File: src/rtl/pcie_dma_pkg.sv
// Shared types for the PCIe PIO/DMA memory path.
// Request bundle and arbiter state encoding.
package pcie_dma_pkg;

  typedef enum logic [1:0] {
    IDLE      = 2'd0,
    ISSUE     = 2'd1,
    WAIT_RESP = 2'd2
  } arb_state_t;

  typedef struct packed {
    logic        write;
    logic [9:0]  bytes;
    logic [12:0] addr;
    logic [7:0]  strob;
    logic [63:0] data;
    logic        last;
  } mem_req_t;

  localparam int unsigned CNT_W = 10;

endpackage

File: src/rtl/pcie_io_mem_arbiter.sv
// Two-port round-robin arbiter in front of a shared memory target.
// Burst lock on last=0, response timeout with error data.
module pcie_io_mem_arbiter
  import pcie_dma_pkg::*;
#(
  parameter int unsigned TIMEOUT_CYCLES = 1023,
  parameter logic [63:0] ERR_DATA = 64'hFFFF_FFFF_FFFF_FFFF
) (
  input  logic        i_clk,
  input  logic        i_nrst,
  input  logic        i_req0_valid,
  output logic        o_req0_ready,
  input  logic        i_req0_write,
  input  logic [9:0]  i_req0_bytes,
  input  logic [12:0] i_req0_addr,
  input  logic [7:0]  i_req0_strob,
  input  logic [63:0] i_req0_data,
  input  logic        i_req0_last,
  output logic        o_resp0_valid,
  output logic [63:0] o_resp0_data,
  output logic        o_resp0_err,
  input  logic        i_req1_valid,
  output logic        o_req1_ready,
  input  logic        i_req1_write,
  input  logic [9:0]  i_req1_bytes,
  input  logic [12:0] i_req1_addr,
  input  logic [7:0]  i_req1_strob,
  input  logic [63:0] i_req1_data,
  input  logic        i_req1_last,
  output logic        o_resp1_valid,
  output logic [63:0] o_resp1_data,
  output logic        o_resp1_err,
  output logic        o_mem_valid,
  input  logic        i_mem_ready,
  output logic        o_mem_write,
  output logic [9:0]  o_mem_bytes,
  output logic [12:0] o_mem_addr,
  output logic [7:0]  o_mem_strob,
  output logic [63:0] o_mem_data,
  output logic        o_mem_last,
  input  logic        i_mem_resp_valid,
  input  logic [63:0] i_mem_resp_data
);

  localparam logic [CNT_W-1:0] TMO_LAST =
    CNT_W'(TIMEOUT_CYCLES - 1);

  arb_state_t       state_q, state_d;
  mem_req_t         req_q, req_d;
  mem_req_t         req0, req1;
  logic [CNT_W-1:0] cnt_q, cnt_d;
  logic             prio_q, prio_d;
  logic             lock_q, lock_d;
  logic             lock_port_q, lock_port_d;
  logic             own_q, own_d;
  logic [1:0]       ready_q, ready_d;
  logic             mem_valid_q, mem_valid_d;
  logic [1:0]       resp_valid_q, resp_valid_d;
  logic [63:0]      resp_data_q, resp_data_d;
  logic             resp_err_q, resp_err_d;
  logic [1:0]       elig;
  logic             win;
  logic             done;
  logic             tmo;

  assign req0 = '{i_req0_write, i_req0_bytes,
                  i_req0_addr, i_req0_strob,
                  i_req0_data, i_req0_last};
  assign req1 = '{i_req1_write, i_req1_bytes,
                  i_req1_addr, i_req1_strob,
                  i_req1_data, i_req1_last};

  // A locked burst only lets its own port back in.
  always_comb begin
    elig[0] = i_req0_valid
            & (~lock_q | (lock_port_q == 1'b0));
    elig[1] = i_req1_valid
            & (~lock_q | (lock_port_q == 1'b1));
    win = (&elig) ? prio_q : elig[1];
  end

  // Next-state and registered-output computation.
  always_comb begin
    state_d      = state_q;
    req_d        = req_q;
    cnt_d        = cnt_q;
    prio_d       = prio_q;
    lock_d       = lock_q;
    lock_port_d  = lock_port_q;
    own_d        = own_q;
    ready_d      = 2'b00;
    mem_valid_d  = mem_valid_q;
    resp_valid_d = 2'b00;
    resp_data_d  = resp_data_q;
    resp_err_d   = resp_err_q;
    done         = 1'b0;
    tmo          = 1'b0;
    unique case (state_q)
      IDLE: begin
        if (|elig) begin
          own_d        = win;
          req_d        = win ? req1 : req0;
          ready_d[win] = 1'b1;
          mem_valid_d  = 1'b1;
          state_d      = ISSUE;
        end
      end
      ISSUE: begin
        if (i_mem_ready) begin
          mem_valid_d = 1'b0;
          cnt_d       = '0;
          if (i_mem_resp_valid) begin
            done = 1'b1;
          end else begin
            state_d = WAIT_RESP;
          end
        end
      end
      WAIT_RESP: begin
        cnt_d = cnt_q + 1'b1;
        if (i_mem_resp_valid) begin
          done = 1'b1;
        end else if (cnt_q == TMO_LAST) begin
          done = 1'b1;
          tmo  = 1'b1;
        end
      end
      default: state_d = IDLE;
    endcase
    if (done) begin
      state_d             = IDLE;
      resp_valid_d[own_q] = 1'b1;
      resp_err_d          = tmo;
      resp_data_d         = tmo ? ERR_DATA
                                : i_mem_resp_data;
      if (req_q.last) begin
        lock_d = 1'b0;
        prio_d = ~own_q;
      end else begin
        lock_d      = 1'b1;
        lock_port_d = own_q;
      end
    end
  end

  // State and output registers.
  always_ff @(posedge i_clk or negedge i_nrst) begin
    if (!i_nrst) begin
      state_q      <= IDLE;
      req_q        <= '0;
      cnt_q        <= '0;
      prio_q       <= 1'b0;
      lock_q       <= 1'b0;
      lock_port_q  <= 1'b0;
      own_q        <= 1'b0;
      ready_q      <= 2'b00;
      mem_valid_q  <= 1'b0;
      resp_valid_q <= 2'b00;
      resp_data_q  <= '0;
      resp_err_q   <= 1'b0;
    end else begin
      state_q      <= state_d;
      req_q        <= req_d;
      cnt_q        <= cnt_d;
      prio_q       <= prio_d;
      lock_q       <= lock_d;
      lock_port_q  <= lock_port_d;
      own_q        <= own_d;
      ready_q      <= ready_d;
      mem_valid_q  <= mem_valid_d;
      resp_valid_q <= resp_valid_d;
      resp_data_q  <= resp_data_d;
      resp_err_q   <= resp_err_d;
    end
  end

  assign o_req0_ready  = ready_q[0];
  assign o_req1_ready  = ready_q[1];
  assign o_mem_valid   = mem_valid_q;
  assign o_mem_write   = req_q.write;
  assign o_mem_bytes   = req_q.bytes;
  assign o_mem_addr    = req_q.addr;
  assign o_mem_strob   = req_q.strob;
  assign o_mem_data    = req_q.data;
  assign o_mem_last    = req_q.last;
  assign o_resp0_valid = resp_valid_q[0];
  assign o_resp1_valid = resp_valid_q[1];
  assign o_resp0_data  = resp_valid_q[0] ? resp_data_q : '0;
  assign o_resp1_data  = resp_valid_q[1] ? resp_data_q : '0;
  assign o_resp0_err   = resp_valid_q[0] & resp_err_q;
  assign o_resp1_err   = resp_valid_q[1] & resp_err_q;

endmodule

File: config.mk
export PLATFORM = sky130hd
export DESIGN_NAME = pcie_io_mem_arbiter
export DESIGN_NICKNAME = d
export VERILOG_FILES = /design/src/rtl/pcie_dma_pkg.sv /design/src/rtl/pcie_io_mem_arbiter.sv
export SDC_FILE = /design/constraint.sdc
export NUM_CORES = 1
export LEC_CHECK = 0
export CAP_MARGIN = 20
export CORE_AREA = 2 2 191 193
export DETAILED_ROUTE_END_ITERATION = 8
export DIE_AREA = 0 0 193 195
export GPL_TIMING_DRIVEN = 0
export SLEW_MARGIN = 25
export SYNTH_ARGS = -nofsm -noshare
export SYNTH_HDL_FRONTEND = slang
export SYNTH_SLANG_ARGS = --single-unit
export TNS_END_PERCENT = 20
File: constraint.sdc
create_clock -name i_clk -period 6.3 [get_ports i_clk]
set_input_delay 1.26 -clock i_clk [delete_from_list [all_inputs] [get_ports i_clk]]
set_output_delay 1.26 -clock i_clk [all_outputs]
set_load 0.02 [all_outputs]
# Yosys cells after proc, flatten, opt, wreduce, memory -nomap -nowiden
# Cells that the tools add are included.
# op_classes
n_bitwise,10
order_cmp,4
n_addsub,1
n_reduce_logical,13
eq_ne,9
muxes,30
# op_table
operator,n
$mux 64,3
$mux 97,1
$pmux 10 s2,1
$mux 2,7
$mux 1,12
$add 10x1->10 const B,1
$eq 10x10->1 const B,1
$mux 10,1
$reduce_and 2->1,5
$ne 3x3->1 const B,3
$ne 2x2->1 const B,3
$pmux 2 s3,1
$and 1x1->1,4
$lt 1x2->1 const B,2
$not 1->1,4
$pmux 1 s2,2
$reduce_and 4->1,1
$reduce_bool 2->1,2
$reduce_and 3->1,1
$demux 1 s1,2
$eq 2x1->1 const B,1
$eq 2x2->1 const B,1
$ge 1x1->1 const B,2
$logic_and 1x1->1,2
3 further kinds,4
# word_totals
ff_bits,183
word_cells,84

# Logic depth before layout (Yosys ltp)
# logic_depth
ltp_word,11
depth_mapped,9
depth_no_buf,6

# Least setup slack after synthesis
# Ideal clock, no wire load.
# synth_path
path_kind,input -> register
start,input port i_mem_ready
end,register resp_data_q[58]
n_path_buf,2
required_ns,6.175
path_slack_ns,3.733
path_stages,6
t_arrival_ns,2.441
cell_sequence,and2_1 o21a_1 o21ai_2 buf_6 buf_6 mux2_4
# synth_via
elab_chain_cells,2
# synth_lines
item,line_no,rtl
start: declaration,pcie_io_mem_arbiter.sv:34,"input logic i_mem_ready,"
$mux 1,pcie_io_mem_arbiter.sv:109,if (i_mem_ready) begin
$pmux 1 s2,pcie_io_mem_arbiter.sv:98,unique case (state_q)
end signal: assignment,pcie_io_mem_arbiter.sv:172,resp_data_q <= resp_data_d;
end: declaration,pcie_io_mem_arbiter.sv:59,"logic [63:0] resp_data_q, resp_data_d;"
# Every way passes these cells.
# A chain may end at the register's enable or synchronous reset.

# Worst setup path after layout
# layout_path
start,register resp_valid_q[1]
end,output port o_resp1_data[34]
# layout_via
elab_chain_cells,1
# layout_lines
item,line_no,rtl
start: declaration,pcie_io_mem_arbiter.sv:58,"logic [1:0] resp_valid_q, resp_valid_d;"
start signal: assignment,pcie_io_mem_arbiter.sv:171,resp_valid_q <= resp_valid_d;
$mux 64,pcie_io_mem_arbiter.sv:189,assign o_resp1_data = resp_valid_q[1] ? resp_data_q : '0;
end: declaration,pcie_io_mem_arbiter.sv:31,"output logic [63:0] o_resp1_data,"
# Every way passes these cells.

==> metrics.md <==
| Metric | Value |
|---|---|
| Max Slew Vio Count | 0 |
| Sequential fraction of the synthesis area | 0.485 |
| Post-synthesis register bit count | ~180 |
| Layout area overhead | 65.4% |
| Wl on met1 | approximately 15 mm |
| H-tree lvl count | 4 |
| Row count | between 60 and 70 |
| Gpl congestion | between 0.8 and 0.9 |
| Hold_ws | 0.479 ns |
| Synthesized Nets | roughly 1200 |
| Largest stage delay on the critical path | ~0.74 ns |
| Post-cts sizing count | 0 |
| Final wirelength | a little under 40 mm |
| Num Clock Sinks | around 180 |
| Setup crit start kind | flip-flop |
| Final number of setup-violating endpoints | 0 |
| Met2 routed WL | around 19 mm |
| Critical Path Fanout Max | 10 |
| Post-synthesis average cell area | ~9.8 um2 |
| Core Region | between 30000 and 40000 um2 |
| Ranking of synthesized cells by area | dfrtp_1, and2_1, nand2_1 |
| Die ar. | approximately 38000 um2 |
| Synth Area in XOR/XNOR | 0.00649 |
| Initial antenna violation count | 0 |
| Ys Warns | 0 |
| Total number of vias | approximately 9000 |
| CTS Buf Count | 17 |
| Crit path DAT | roughly 2.7 ns |
| Post-CTS Hold Fix Bufs | 0 |
| Cell taking the most area after synthesis | dfrtp_1 |
| Delay-heaviest family, CP | buffers and inverters |
| Synth top area share | 0.485 |
| CP max-delay cell | clkdlybuf4s50_1 |
| Hold crit path type | reg -> reg |
| DRT Pass-1 Iters | 4 |
| Clock Tree Root | clkbuf_16 |
| PortBufs | 495 |
| Vias in the first global route | about 9500 |
| Clk_skew | about 0.012 ns |
| Main combinational cell family by area after synthesis | simple AND/OR/NAND/NOR gates |
| Nets@finish | 1752 |
| Largest net degree at the start of global routing | slightly below 80 |
| Fmax | roughly 250 MHz |
| Pwr dens | 425 nW/um2 |
| Final period utilization | 0.636 |
| Crit path cell chain | clkbuf_1 -> clkbuf_1 -> and2_1 -> clkdlybuf4s50_1 |
| Initial DRC count | roughly 350 |
| Main synth FF type | dfrtp_1 |
| Critical Path RT | between 5 and 6 ns |
| Slew @ Worst Pin | 0.732 ns |
| Share of cells above drive strength 1 | 0.0909 |
| First-pass GRT wire length | ~57 mm |
| I/O pin cnt | just under 500 |
| Synth cell types | 36 |
| Unrepaired setup endpoints after global routing | false |
| Post-Synth Adder-Cell Area | 0.00662 |
| # diodes | 0 |
| DRC Markers | 0 |
| Async S/R FF share, synth | 1.00 |
| Commonest cells in the netlist | nand2_1, dfrtp_1, and2_1, nand2b_1, mux2_2 |
| EDFF count, synth | 0 |
| Setup bufs post-CTS | 0 |
| Cells after Synth | around 970 |
| DIE WIDTH | 193 um |
| Final HPWL DP | a little over 30 mm |
| Worst setup EP type | output pin |
| Maximum root-to-sink buffer count | 2 |
| Post-route ant nets | 0 |
| Status | complete, no violations |
| Buffers and inverters on the worst path | 3 |
| Complex-gate fraction of the synthesized area | 0.0935 |
| Initial core utilization | 0.267 |
| Worst-path clk slew | 0.07 ns |
| Post-synthesis cell area | 9450 um2 |
| Post-synthesis simple-gate area fraction | 0.240 |
| Top Metal Used | met4 |
| Final setup TNS | 0 ns |
| Die H | around 200 um |
| Crit path time final | 4.00 ns |
| Vias/cell | 4.63 |
| Routed len/inst | 19.7 um |
| MaxCap Viol Count | 0 |
| Max-slew headroom | 0.512 |
| CTS tree | yes |
| Leak | 0.00675 uW |
| Final Util | 0.441 |
| Worst-skew pair later-pin latency | about 0.44 ns |
| Worst IR Drop VDD | around 0.19 mV |
| Crit path kind | reg -> out |
| Met3 Routed Length | between 3 and 4 mm |
| Crit-path most repeated cell | clkbuf_1 |
| Most numerous cell in the Yosys netlist | nand2_1 |
| Hold Fails Final Rpt | 0 |
| Post-synthesis mux area share | 0.125 |
| Total gr overflow | 0 |
| GR Util All Layers | 0.201 |
==> layout by cell type (no fill, tap or decap), types with 6 or more instances in the layout <==
| master | Yosys | layout |
|---|---|---|
| a21oi_1 | 6 | 6 |
| and2_1 | 134 | 134 |
| buf_2 | 19 | 19 |
| buf_4 | 6 | 6 |
| clkbuf_1 | 43 | 44 |
| clkbuf_16 | 0 | 17 |
| clkdlybuf4s50_1 | 0 | 494 |
| dfrtp_1 | 183 | 183 |
| inv_1 | 10 | 10 |
| mux2_2 | 63 | 63 |
| mux2i_1 | 40 | 40 |
| nand2_1 | 222 | 222 |
| nand2b_1 | 66 | 66 |
| nor2_1 | 12 | 12 |
| o21ai_0 | 44 | 44 |
| o221ai_1 | 62 | 62 |
==> cell families after synthesis <==
logic type | after synthesis
xor gates and xnor gates | 7
AOI/OAI and AO/OA | 123
adders and majority gates | 5
muxes | 108
buffers and inverters | 86
DFF | 183
and+or+nand+nor | 455
==> flip-flops by register name (all words and copies together), names as in the netlist, 8 cells and up <==
register and cells:
resp_data_q 64, o_mem_bytes 10, o_mem_data 64, o_mem_strob 8
cnt_q 10, o_mem_addr 13
==> power by group <==
part	switching, uW	total [uW]	internal [uW]	leakage, uW
Combinational	1860	3410	1540	0.00421
Clock	523	1130	602	0.000292
Sequential	372	2120	1740	0.00225
==> layer usage <==
layer	global-route usage	vias up
met2	0.355	364
met3	0.0586	43
met1	0.230	4384
li1	-	4279
met5	0	-
met4	0.0682	0
==> worst min-delay path: stages (launching register included) <==
cell	delay [ns]
dfrtp_1	0.34
nand2_1	0.04
o21ai_0	0.06
==> metrics by stage <==
step	std cells	cell area [um2]	worst slack [ns]	power, uW
finish	1957	15600	2.30	6650
global route	1957	15600	2.16	7090
CTS	1957	15600	2.27	6740
detailed placement	1925	15000	2.61	5580
global placement	1923	15000	-4.26	5530
floorplan	967	9450	3.73	3930
==> path summary, 6_finish.rpt <==
path,from,to,slack [ns],cells after the start
setup / recovery,resp_valid_q[1],o_resp1_data[34],2.30,4
hold / removal,o_mem_data[43],o_mem_data[43],0.48,2
setup reg to reg,state_q[1],o_mem_data[1],3.83,7
hold reg to reg,o_mem_data[43],o_mem_data[43],0.48,2
max in group asynchronous,i_nrst,o_mem_data[16],4.84,2
min in group asynchronous,i_nrst,resp_data_q[6],0.71,1
==> cell type report <==
class / count / area, um2
Buffer: 76 / 369
Clock buffer: 19 / 443
Sequential cell: 183 / 4580
Multi-Input combinational cell: 698 / 4460
Tap cell: 461 / 577
Fill cell: 3461 / 19800
Clock inverter: 13 / 145
Timing Repair Buffer: 497 / 5010
Inverter: 10 / 37.5
No activity file was read; power rests on OpenSTA's default activity.
